### config.mk
export PLATFORM = sky130hd
export DESIGN_NAME = led_rom_sequencer
export DESIGN_NICKNAME = d
export VERILOG_FILES = /design/src/rtl/led_seq_pkg.sv /design/src/rtl/tick_prescaler.sv /design/src/rtl/led_rom_sequencer.sv
export SDC_FILE = /design/constraint.sdc
export NUM_CORES = 1
export LEC_CHECK = 0
export BUFFER_PORTS_ARGS = -buffer_cell sky130_fd_sc_hd__buf_4
export CORE_MARGIN = 2
export CORE_UTILIZATION = 50
export DETAILED_ROUTE_END_ITERATION = 10
export PLACE_DENSITY = 0.72
export SYNTH_ARGS = -nofsm -noshare
export SYNTH_HDL_FRONTEND = slang
export SYNTH_SLANG_ARGS = --single-unit
### constraint.sdc
create_clock -name clk -period 2.3 [get_ports clk]
set_input_delay 0.23 -clock clk [delete_from_list [all_inputs] [get_ports clk]]
set_output_delay 0.23 -clock clk [all_outputs]
set_load 0.03 [all_outputs]
### src/rtl/led_seq_pkg.sv
// Shared types and instruction-word layout for the LED ROM sequencer.
package led_seq_pkg;

  typedef enum logic [1:0] {
    IDLE  = 2'd0,
    FETCH = 2'd1,
    EXEC  = 2'd2
  } state_t;

  localparam int ADDR_W = 8;
  localparam int DATA_W = 16;

  localparam int PAT_MSB = 15;
  localparam int PAT_LSB = 8;
  localparam int DUR_MSB = 7;
  localparam int DUR_LSB = 0;

  localparam logic [DATA_W-1:0] END_MARKER = 16'h0000;

  // Duration field of 0 means the full 256 ticks, hence the 9-bit result.
  function automatic logic [8:0] dur_ticks(input logic [DATA_W-1:0] word);
    logic [7:0] d;
    d = word[DUR_MSB:DUR_LSB];
    return (d == 8'd0) ? 9'd256 : {1'b0, d};
  endfunction

endpackage

### src/rtl/tick_prescaler.sv
// Free-running divider: pulses tick on the last cycle of every TICK_DIV-cycle period while enabled.
module tick_prescaler #(
  parameter int TICK_DIV = 1000000
) (
  input  logic clk,
  input  logic rst,
  input  logic clr,
  input  logic en,
  output logic tick
);

  localparam int CW = (TICK_DIV > 1) ? $clog2(TICK_DIV) : 1;
  localparam logic [CW-1:0] TERM = CW'(TICK_DIV - 1);

  logic [CW-1:0] cnt;

  assign tick = en && (cnt == TERM);

  always_ff @(posedge clk) begin
    if (rst || clr) begin
      cnt <= '0;
    end else if (en) begin
      cnt <= tick ? '0 : cnt + 1'b1;
    end
  end

endmodule

### src/rtl/led_rom_sequencer.sv
// Fetch/execute front end: reads 16-bit words from the program ROM and shows each LED pattern for its duration.
module led_rom_sequencer
  import led_seq_pkg::*;
#(
  parameter int TICK_DIV = 1000000,
  parameter bit LOOP     = 1'b1
) (
  input  logic              clk,
  input  logic              rst,
  input  logic              start,
  input  logic              stop,
  output logic [ADDR_W-1:0] addrRd,
  input  logic [DATA_W-1:0] dataRd,
  output logic [7:0]        leds,
  output logic              busy,
  output logic              wrap
);

  state_t     state;
  logic [8:0] remaining;
  logic       tick;
  logic       pre_clr;
  logic       pre_en;

  // Prescaler only runs in EXEC, so every instruction starts on a fresh period.
  assign pre_en  = (state == EXEC);
  assign pre_clr = stop || (state != EXEC);

  tick_prescaler #(.TICK_DIV(TICK_DIV)) u_pre (
    .clk  (clk),
    .rst  (rst),
    .clr  (pre_clr),
    .en   (pre_en),
    .tick (tick)
  );

  always_ff @(posedge clk) begin
    if (rst) begin
      state     <= IDLE;
      addrRd    <= '0;
      leds      <= '0;
      busy      <= 1'b0;
      wrap      <= 1'b0;
      remaining <= '0;
    end else begin
      wrap <= 1'b0;
      if (stop) begin
        state  <= IDLE;
        addrRd <= '0;
        leds   <= '0;
        busy   <= 1'b0;
      end else begin
        case (state)
          IDLE: begin
            if (start) begin
              state  <= FETCH;
              addrRd <= '0;
              busy   <= 1'b1;
            end
          end
          FETCH: begin
            if (dataRd != END_MARKER) begin
              leds      <= dataRd[PAT_MSB:PAT_LSB];
              remaining <= dur_ticks(dataRd);
              state     <= EXEC;
            end else if ((addrRd != '0) && LOOP) begin
              addrRd <= '0;
              wrap   <= 1'b1;
            end else begin
              // A marker at address 0 always halts, so an empty program cannot spin.
              state <= IDLE;
              leds  <= '0;
              busy  <= 1'b0;
            end
          end
          EXEC: begin
            if (tick) begin
              if (remaining == 9'd1) begin
                addrRd <= addrRd + 1'b1;
                wrap   <= (addrRd == '1);
                state  <= FETCH;
              end else begin
                remaining <= remaining - 1'b1;
              end
            end
          end
          default: begin
            state <= IDLE;
            busy  <= 1'b0;
          end
        endcase
      end
    end
  end

endmodule

=== Word level (Yosys, flattened, before mapping) ===
Index checks and enable logic that the tools add are counted.

* Flip-flop bits (word level): 49
* Input port bits: 20
* Output and inout bits: 18
* Word-level logic and storage cells: 72

* Add/subtract/negate cells: 3
* Equality and inequality tests: 16
* Mux-type cells: 29
* Bitwise operators: 2
* Reductions and logical operators: 15

{| class="wikitable"
|+ Operators by type and width
! operator !! count
|-
| 8-bit 2-to-1 mux || 7
|-
| 9-bit 2-to-1 mux || 4
|-
| 8-bit one-hot mux with 3 select lines || 1
|-
| 20-bit by 1-bit adder with 20-bit output (second input constant) || 1
|-
| 20-bit equality test (second input constant) || 1
|-
| 20-bit 2-to-1 mux || 1
|-
| 2-bit != test (second input constant) || 10
|-
| 9-bit one-hot mux with 2 select lines || 1
|-
| 16-bit nonzero test || 1
|-
| 2-bit 2-to-1 mux || 5
|-
| 9-bit by 1-bit equality test with 1-bit output (second input constant) || 1
|-
| 9-bit by 1-bit subtractor with 9-bit output (second input constant) || 1
|-
| 8-bit by 1-bit adder with 8-bit output (second input constant) || 1
|-
| 8-bit equality test (second input constant) || 1
|-
| 8-bit logical NOT || 1
|-
| 4-bit AND reduction || 2
|-
| 8-bit nonzero test || 1
|-
| 1-bit 2-to-1 mux || 7
|-
| 2-bit one-hot mux with 3 select lines || 1
|-
| 6-bit AND reduction || 1
|-
| 5-bit AND reduction || 1
|-
| 3-bit != test (second input constant) || 1
|-
| 1-bit one-hot mux with 3 select lines || 1
|-
| 3-bit nonzero test || 1
|-
| 10 further kinds || 12
|}

=== Longest topological paths before layout ===
Gate-level depths: netlist of run 1.

* Depth in word-level cells: 4
* Gate-level depth with buffers: 9
* Depth with buffers taken out: 7

=== By module ===
Synthesis of run 1 repeated with hierarchy kept, for this count alone.

* Cells, all modules: 315
* Area, all modules: 2,677.6 um^2

{| class="wikitable"
|+ Modules (own cells, without submodules)
! module !! times used !! cells each !! area an instance (um^2) !! seq. area each (um^2)
|-
| led_rom_sequencer || 1 || 205 || 1,676.6 || 580.6
|-
| tick_prescaler || 1 || 110 || 1,001.0 || 400.4
|}

=== Worst setup path after synthesis of run 1 ===
OpenSTA, ideal clock, no wires.

* Path type: register to register
* From: reg addrRd[0]
* To: reg addrRd[4]
* Setup time: 0.074 ns
* Arrival time: 1.803 ns
* Required time: 2.226 ns
* Slack: 0.423 ns
* Cell stages (with the launch flop): 9
* Path buffers: 1
* Period minus slack after synthesis: 1.877 ns
* Cells stage by stage: dfxtp_1 -> inv_1 -> ha_1 -> nor4b_1 -> a21oi_1 -> a21oi_2 -> buf_6 -> or3_1 -> a31oi_1

* Word-level cells in the longest chain between the ends: 4
* Elaborated cells on any way between the ends: 7
* Classes of those cells: 1 x add/sub; 1 x eq/ne; 3 x mux; 2 x reduce/logical

{| class="wikitable"
|+ RTL lines
! element !! RTL line !! source
|-
| from (decl) || led_rom_sequencer.sv:12 || <nowiki>output logic [ADDR_W-1:0] addrRd,</nowiki>
|-
| from (signal assigned) || led_rom_sequencer.sv:79 || <nowiki>addrRd <= addrRd + 1'b1;</nowiki>
|-
| 8-bit by 1-bit adder with 8-bit output || led_rom_sequencer.sv:79 ||
|-
| 8-bit 2-to-1 mux || led_rom_sequencer.sv:78 || <nowiki>if (remaining == 9'd1) begin</nowiki>
|-
| 8-bit 2-to-1 mux || led_rom_sequencer.sv:77 || <nowiki>if (tick) begin</nowiki>
|-
| 8-bit one-hot mux with 3 select lines || led_rom_sequencer.sv:53 || <nowiki>case (state)</nowiki>
|}

Parallel ways exist; a longest one is shown, timed or not. The select of a mux whose other input is x is not followed.
A chain may end at the register's enable or synchronous reset.

=== Final worst setup path of run 1 ===
* From: reg state[0]
* To: reg addrRd[0]

* Word-level cells in the longest chain between the ends: 4
* Elaborated cells on any way between the ends: 12
* Classes of those cells: 7 x eq/ne; 1 x mux; 4 x reduce/logical

{| class="wikitable"
|+ RTL lines
! element !! RTL line !! source
|-
| from (decl) || led_rom_sequencer.sv:19 || <nowiki>state_t state;</nowiki>
|-
| from (signal assigned) || led_rom_sequencer.sv:39 || <nowiki>state <= IDLE;</nowiki>
|-
| from (signal assigned) || led_rom_sequencer.sv:48 || <nowiki>state <= IDLE;</nowiki>
|-
| from (signal assigned) || led_rom_sequencer.sv:56 || <nowiki>state <= FETCH;</nowiki>
|-
| 2-bit equality test || led_rom_sequencer.sv:26, led_rom_sequencer.sv:53 ||
|-
| 1-bit logical AND || tick_prescaler.sv:17 || <nowiki>assign tick = en && (cnt == TERM);</nowiki>
|-
| 2-bit != test (no source line) || n/a ||
|-
| 6-bit AND reduction (no source line) || n/a ||
|}

Parallel ways exist; a longest one is shown, timed or not.

==> results of run 1 <==
-- sequential cells by signal, summed over array words and instances (netlist names) --
signal	count
u_pre.cnt	20
addrRd	8
wrap	1
busy	1
remaining	9
leds	8
state	2
-- cells in the final DEF, fill, tap and decap left out, types with 3 or more instances in the layout --
cell type  synthesis  final
and2_1             5      5
ha_1               9      9
dfxtp_1           49     49
nor3_1            15     15
and4_1             6      6
nand4_1            5      5
nand3b_1           4      4
a22oi_1            8      8
xnor2_1           15     15
o21ai_0            9      9
o211ai_1           4      4
buf_4              2     46
nand4b_1           4      4
nor2b_1            3      3
nor4_4             3      3
nor4_1             5      5
a32o_1             3      3
a31oi_1            5      5
clkbuf_8           0      5
nand2b_1           4      4
nor3b_1            3      3
nand2_1           20     20
a21oi_1           12     12
xor2_1             3      3
and3_1             7      7
nor2_1            42     42
inv_1             15     15
or3_1              4      4
mux2i_1            3      3
nand3_1           21     21
or4b_1             4      4
-- logic make-up after synthesis --
logic type	Yosys count	synth area share, %
buffers and inverters	34	5.38
adder cells (fa/ha/maj)	9	3.94
AND/OR/NAND/NOR	166	34.6
XOR/XNOR	18	5.51
flip-flops	49	34.3
multiplexers	3	1.05
AO/OA/AOI/OAI	60	15.3
-- area by class of cell --
| type | count | area, um2 | area share [%] |
|---|---|---|---|
| inverter | 15 | 56.3 | 1.71 |
| sequential | 49 | 981 | 29.9 |
| multi-input combinational | 256 | 1730 | 52.6 |
| clock buffer | 6 | 72.6 | 2.21 |
| tap | 72 | 90.1 | 2.74 |
| clock inverter | 2 | 13.8 | 0.419 |
| timing repair buffer | 46 | 345 | 10.5 |
-- layer usage --
metal  vias to the layer above  global-route usage (%)  share of wire, %
met5                         -                       0                 0
met4                         0                    7.41               2.0
met3                        12                    3.85               3.5
met2                        45                    35.0                47
met1                      1242                    28.2                47
li1                       1312                       -                 -
-- worst max-delay path: stages, from the launching register on --
cell and delay [ns]:
dfxtp_1 0.39, inv_1 0.09, ha_1 0.24, nor2b_1 0.17
nor4_4 0.21, a31oi_4 0.22, or4b_1 0.54, a21oi_1 0.13
-- path summary, 6_finish.rpt --
kind	startpoint	to	slack [ns]
max reg2reg	state[0]	addrRd[0]	0.24
min reg2reg	u_pre.cnt[0]	u_pre.cnt[0]	0.45
min	dataRd[12]	leds[4]	0.19
max	state[0]	addrRd[0]	0.24
-- through the flow --
step | worst slack (ns) | instance area (um2) | power, W
finish | 0.236 | 3290 | 0.00156
global route | 0.0327 | 3290 | 0.00162
CTS | 0.241 | 3290 | 0.00157
detailed placement | 0.267 | 3200 | 0.00107
global placement | 0.311 | 3200 | 0.00106
floorplan | 0.423 | 2860 | 0.000999
-- where the power goes --
group / switching (W) / leakage, nW / internal [W] / total (W)
Clock: 0.000292 / 0.0456 / 0.000217 / 0.000509
Combinational: 0.000109 / 0.711 / 0.0000730 / 0.000182
Sequential: 0.00000848 / 0.395 / 0.000857 / 0.000866
==> flow_summary.toml, run 1 <==
[timing]
setup_violations = 0
max_clock_freq_mhz = 484
hold_viol = 0
fin_worst_skew_ns = 0.0111
tightest_slew_ns = 0.679
rsz0062_at_grt = "no"
layout_min_cycle_time_ns = 2.06
hold_ws_ns = 0.194
tns_ns = 0
fin_crit_sh_pct = 89.7
drv_slew = 0
max_slew_margin_pct = 54.6

[clock_tree]
cts_buffers = 5
cts_setup_buffers = 0
cts_sinks = 49
cts_tree = "done"
cts_max_level = 2
root_buffer = "clkbuf_8"
holdBufCountCts = 0
clock_latency_ns = 0.30
cts_resized = 0
path_clk_slew_ns = 0.10
clockBufferDepth = 2

[synthesis]
ys_warn_count = 0
ys_types = 56
synthArstFlopShare_pct = 0
synth.largest_area_cell = "dfxtp_1"
yosys_register_bits = 49
synth_common_cells = "dfxtp_1, nor2_1, nand3_1, nand2_1"
yosysMostFrequentCell = "dfxtp_1"
ys_seq_area_share_pct = 34.3
synthTopCellsByArea = "dfxtp_1, nor2_1, xnor2_1"
syn_area_per_cell_um2 = 8.44
syn_area_um2 = 2860
ys.flop_type = "dfxtp_1"
netlist.area_leader.share_pct = 34.3
synth_nets = 368
synth_edf_count = 0
synthCells = 339

[final_layout]
fin_util_pct = 59.7
nNetsFinal = 402
fillers = 517
drive_above_1_share_pct = 17.9
diodes = 0
final_cells = 446
syn_to_final_growth_pct = 14.8

[routing]
postRouteAntennaNets = 0
vias = 2611
wl_per_cell_um = 14.6
drt_iter0_drc = 199
drtPass1Iterations = 4
wirelength_mm = 6.49
viasPerCell = 5.85
drc = 0

[outcome]
outcome = "finished clean"

[placement]
dp_hpwl_mm = 4.78
gp_congestion = 0.834
dpl.cell_count = 438
io_buffer_count = 37

[floorplanning]
core_area_um2 = 5510
ioPinCount = 38
die_y_um = 79.7
rows = 27
dieArea_um2 = 6340
die_x_um = 79.7
start_util_pct = 52.0

[worst_setup_path]
required_ns = 2.54
crit_fanout = 15
arrival_ns = 2.31
start_kind = "flop"
path_class = "reg -> reg"
worst_r2r_path_depth = 7
cp-end-kind = "flop"

[global_route]
overflow = 0
grt_start_max_net_pins = 21
grt_pass1_wl_mm = 11.0
grt_pass1_vias = 2388
antenna_found_initial = 0
grtUsageTotal_pct = 21.4

[run]
maxCapViolations = 0

[power_and_ir_drop]
p_per_area_nw_per_um2 = 474
ir_worst_vdd_v = 0.000282
cellLeakagePower_nw = 1.15

[min_path]
hold_class = "in -> reg"
hold-path-cell-count = 3
No activity file was read; power rests on OpenSTA's default activity.
==> run 2: changes to the inputs <==
--- a/config.mk
+++ b/config.mk
@@ -8,8 +8,10 @@
 export BUFFER_PORTS_ARGS = -buffer_cell sky130_fd_sc_hd__buf_4
 export CORE_MARGIN = 2
 export CORE_UTILIZATION = 50
+export CTS_BUF_LIST = sky130_fd_sc_hd__clkbuf_8
 export DETAILED_ROUTE_END_ITERATION = 10
 export PLACE_DENSITY = 0.72
 export SYNTH_ARGS = -nofsm -noshare
 export SYNTH_HDL_FRONTEND = slang
 export SYNTH_SLANG_ARGS = --single-unit
+export TNS_END_PERCENT = 50
==> flow_summary.toml, run 2 (synthesis gave the netlist of run 1 again) <==
[outcome]
outcome = "finished clean"

[worst_setup_path]
worst-path-buf-inv = 1
r2r_end = "addrRd[0]"
start_kind = "flop"
slowest_delay_ns = 0.54
timing.critical_path.from = "state[0]"
worst_r2r_path_depth = 7
r2r_start = "state[0]"
cpMaxStageDelayCell = "or4b_1"
path_cells = "inv_1 -> ha_1 -> nor2b_1 -> nor2_1 -> a31oi_4 -> or4b_1 -> a21oi_1"
cp-endpoint = "addrRd[0]"
required_ns = 2.55
path_class = "reg -> reg"
cp-end-kind = "flop"
path_delay_family = "simple AND/OR/NAND/NOR gates"
worst-path-stages = 7
arrival_ns = 2.31
worst-r2r-setup-slack_ns = 0.24
crit_fanout = 15

[routing]
wl_per_cell_um = 14.7
postRouteAntennaNets = 0
drtPass1Iterations = 4
viasPerCell = 5.80
vias = 2588
wirelength_mm = 6.56
drc = 0
drt_iter0_drc = 165

[clock_tree]
cts_max_level = 2
cts_sinks = 49
cts_setup_buffers = 0
root_buffer = "clkbuf_8"
holdBufCountCts = 0
clock_latency_ns = 0.31
clockBufferDepth = 2
cts_tree = "done"
cts_resized = 0
cts_buffers = 5
path_clk_slew_ns = 0.10

[floorplanning]
ioPinCount = 38
die_y_um = 79.7
dieArea_um2 = 6340
start_util_pct = 52.0
rows = 27
core_area_um2 = 5510
die_x_um = 79.7

[final_layout]
fin_util_pct = 59.7
syn_to_final_growth_pct = 14.8
final_common_cell = "dfxtp_1"
regMostFlops = "u_pre.cnt"
final_cell_mix = "dfxtp_1, buf_4, nor2_1, nand3_1, nand2_1"
top_regs = "u_pre.cnt (20), remaining (9)"
drive_above_1_share_pct = 17.9
post-route-cell-area_um2 = 3290
final_cells = 446
nNetsFinal = 402
diodes = 0
largest_reg_flops = 20

[timing]
fin_crit_sh_pct = 89.5
setup_violations = 0
rsz0062_at_grt = "no"
fin_worst_skew_ns = 0.0102
layout_min_cycle_time_ns = 2.06
tns_ns = 0
drv_slew = 0
hold_viol = 0
max_slew_margin_pct = 54.4
tightest_slew_ns = 0.681
fin_ws_ns = 0.242
max_clock_freq_mhz = 486

[min_path]
hold_class = "in -> reg"

[power_and_ir_drop]
p_per_area_nw_per_um2 = 475
cellLeakagePower_nw = 1.16
ir_worst_vdd_v = 0.000284

[global_route]
overflow = 0
grt_pass1_wl_mm = 11.0
grt_pass1_vias = 2386
grtUsageTotal_pct = 21.4
grt_start_max_net_pins = 21
antenna_found_initial = 0

[placement]
dp_hpwl_mm = 4.78
dpl.cell_count = 438
io_buffer_count = 37
gp_congestion = 0.834
placed_cell_area_um2 = 3200
dp_slack_ns = 0.267

[run]
maxCapViolations = 0
==> run 2: changes by cell type in the layout (fill, tap and decap cells not counted), sizes merged <==
cell and change:
inv +1, clkbuf -1
==> run 2: worst min-delay path by stage <==
stage,from,cells past startpoint,endpoint
5_1_grt,dataRd[11],3,leds[3]
2_1_floorplan,dataRd[8],2,leds[0]
6_report,dataRd[12],3,leds[4]
4_1_cts,dataRd[12],3,leds[4]
3_5_place_dp,u_pre.cnt[0],1,u_pre.cnt[0]
3_3_place_gp,u_pre.cnt[0],1,u_pre.cnt[0]
==> run 2: final cells by class <==
class	count	area, um2
inverter	15	56.3
fill	517	2220
multi-input combinational	256	1730
clock inverter	3	17.5
tap	72	90.1
sequential	49	981
clock buffer	5	68.8
timing repair buffer	46	345
==> run 2: tightest hold or removal path: stages <==
cell,delay [ns]
buf_4,0.09
a22oi_1,0.07
nor2_1,0.08
==> run 2: where the power goes <==
part,internal (W),switching (W)
combinational,0.0000730,0.000110
sequential,0.000857,0.00000848
clock,0.000213,0.000299
==> run 2: through the flow <==
step | total power (W) | hold WS [ns]
6_report | 0.00156 | 0.189
5_1_grt | 0.00161 | 0.202
4_1_cts | 0.00156 | 0.189
3_5_place_dp | 0.00107 | 0.438
3_3_place_gp | 0.00106 | 0.422
2_1_floorplan | 0.000999 | 0.397
==> run 2: routing by layer <==
metal	wire length (um)	global-route usage (%)
met1	3130	28.3
met2	3050	34.9
met3	236	3.96
met4	148	7.59
met5	0	0
==> run 3: changes to the inputs <==
--- a/config.mk
+++ b/config.mk
@@ -10,7 +10,8 @@
 export CORE_UTILIZATION = 50
 export CTS_BUF_LIST = sky130_fd_sc_hd__clkbuf_8
 export DETAILED_ROUTE_END_ITERATION = 10
-export PLACE_DENSITY = 0.72
+export PLACE_DENSITY = 0.75
+export REMOVE_ABC_BUFFERS = 1
 export SYNTH_ARGS = -nofsm -noshare
 export SYNTH_HDL_FRONTEND = slang
 export SYNTH_SLANG_ARGS = --single-unit
==> flow_summary.toml, run 3 (synthesis gave the netlist of run 1 again) <==
[outcome]
outcome = "finished clean"

[clock_tree]
path_clk_slew_ns = 0.10
cts_sinks = 49
holdBufCountCts = 0
cts_max_level = 2
clock_latency_ns = 0.30
clockBufferDepth = 2
cts_tree = "done"
root_buffer = "clkbuf_8"
cts_buffers = 5
cts_setup_buffers = 0
cts_resized = 0

[final_layout]
final_common_cell = "dfxtp_1"
regMostFlops = "u_pre.cnt"
syn_to_final_growth_pct = 14.3
drive_above_1_share_pct = 17.2
final_cells = 445
diodes = 0
nNetsFinal = 401
top_regs = "u_pre.cnt (20), remaining (9)"
largest_reg_flops = 20
post-route-cell-area_um2 = 3270
final_cell_mix = "dfxtp_1, buf_4, nor2_1, nand3_1, nand2_1"

[timing]
fin_worst_skew_ns = 0.0147
setup_violations = 0
fin_crit_sh_pct = 88.3
tightest_slew_ns = 0.479
layout_min_cycle_time_ns = 2.03
drv_slew = 0
hold_viol = 0
max_clock_freq_mhz = 493
hold_ws_ns = 0.194
rsz0062_at_grt = "no"
max_slew_margin_pct = 68.0

[floorplanning]
die_x_um = 79.7
dieArea_um2 = 6340
start_util_pct = 52.0
ioPinCount = 38
die_y_um = 79.7
rows = 27
core_area_um2 = 5510

[routing]
postRouteAntennaNets = 0
vias = 2557
drc = 0
drtPass1Iterations = 4
wl_per_cell_um = 14.3
drt_iter0_drc = 202
wirelength_mm = 6.38
viasPerCell = 5.75

[placement]
io_buffer_count = 37
dpl.cell_count = 437
gp_congestion = 0.835
placed_cell_area_um2 = 3190
dp_hpwl_mm = 4.59

[global_route]
grt_pass1_wl_mm = 10.6
grt_pass1_vias = 2271
met1_usage_pct = 30.1
grt_most_used_layer = "met2"
grtUsageTotal_pct = 20.5
grt_start_max_net_pins = 27
use_met2_pct = 30.8
antenna_found_initial = 0
global_route.usage.met3_pct = 3.28
overflow = 0

[worst_setup_path]
crit_fanout = 13
slowest_delay_ns = 0.43
path_class = "reg -> reg"
worst-path-buf-inv = 1
path_cells = "inv_1 -> ha_1 -> nor4b_1 -> a21oi_1 -> a21oi_2 -> nor3_1 -> a311o_1"
path_delay_family = "compound AO/OA/AOI/OAI gates"
timing.critical_path.from = "addrRd[0]"
cp-end-kind = "flop"
start_kind = "flop"
cpMaxStageDelayCell = "a21oi_2"
arrival_ns = 2.23
required_ns = 2.50
r2r_start = "addrRd[0]"

[power_and_ir_drop]
cellLeakagePower_nw = 1.15
ir_worst_vdd_v = 0.000325
total_power_w = 0.00153
p_per_area_nw_per_um2 = 466

[min_path]
min_from = "dataRd[15]"
hold_class = "in -> reg"

[run]
maxCapViolations = 0
-- run 3: changes by cell type in the layout (fill, tap and decap cells not counted) --
cell	delta
buf_4	-1
clkinv_2	-1
inv_1	+2
inv_6	-1
-- run 3: cell type report --
cell class	instances	area, um2
Clock inverter	3	11.3
Fill cell	484	2230
Inverter	15	56.3
Timing Repair Buffer	45	338
Multi-Input combinational cell	256	1730
Tap cell	72	90.1
Clock buffer	5	68.8
Sequential cell	49	981
-- run 3: tightest hold or removal path, stage by stage --
cell and delay (ns):
buf_4 0.09, a22oi_1 0.07, nor2_1 0.07
-- run 3: stage by stage --
stage / worst slack, ns / utilization (%) / TNS (ns)
final: 0.270 / 59.4 / 0
after global routing: 0.0921 / 59.4 / 0
after CTS: 0.280 / 59.4 / 0
after detailed placement: 0.299 / 58.0 / 0
after global placement: 0.350 / 58.0 / 0
after floorplan: -0.0391 / - / -0.0952
-- run 3: worst paths after layout --
| check | slack, ns | cells past startpoint | end |
|---|---|---|---|
| min | 0.19 | 3 | leds[7] |
| max reg2reg | 0.27 | 7 | addrRd[2] |
| min reg2reg | 0.44 | 1 | u_pre.cnt[0] |
| max | 0.27 | 7 | addrRd[2] |
-- run 3: where the power goes --
group / switching [W] / total, W / internal (W)
combinational: 0.000109 / 0.000183 / 0.0000741
sequential: 0.00000850 / 0.000866 / 0.000857
clock: 0.000273 / 0.000477 / 0.000204
total: 0.000391 / 0.00153 / 0.00113
-- run 3: per-layer routing --
layer,vias up,part of all wire (%)
met5,-,0
li1,1309,-
met3,8,5.4
met4,0,1.1
met1,1167,49
met2,73,44
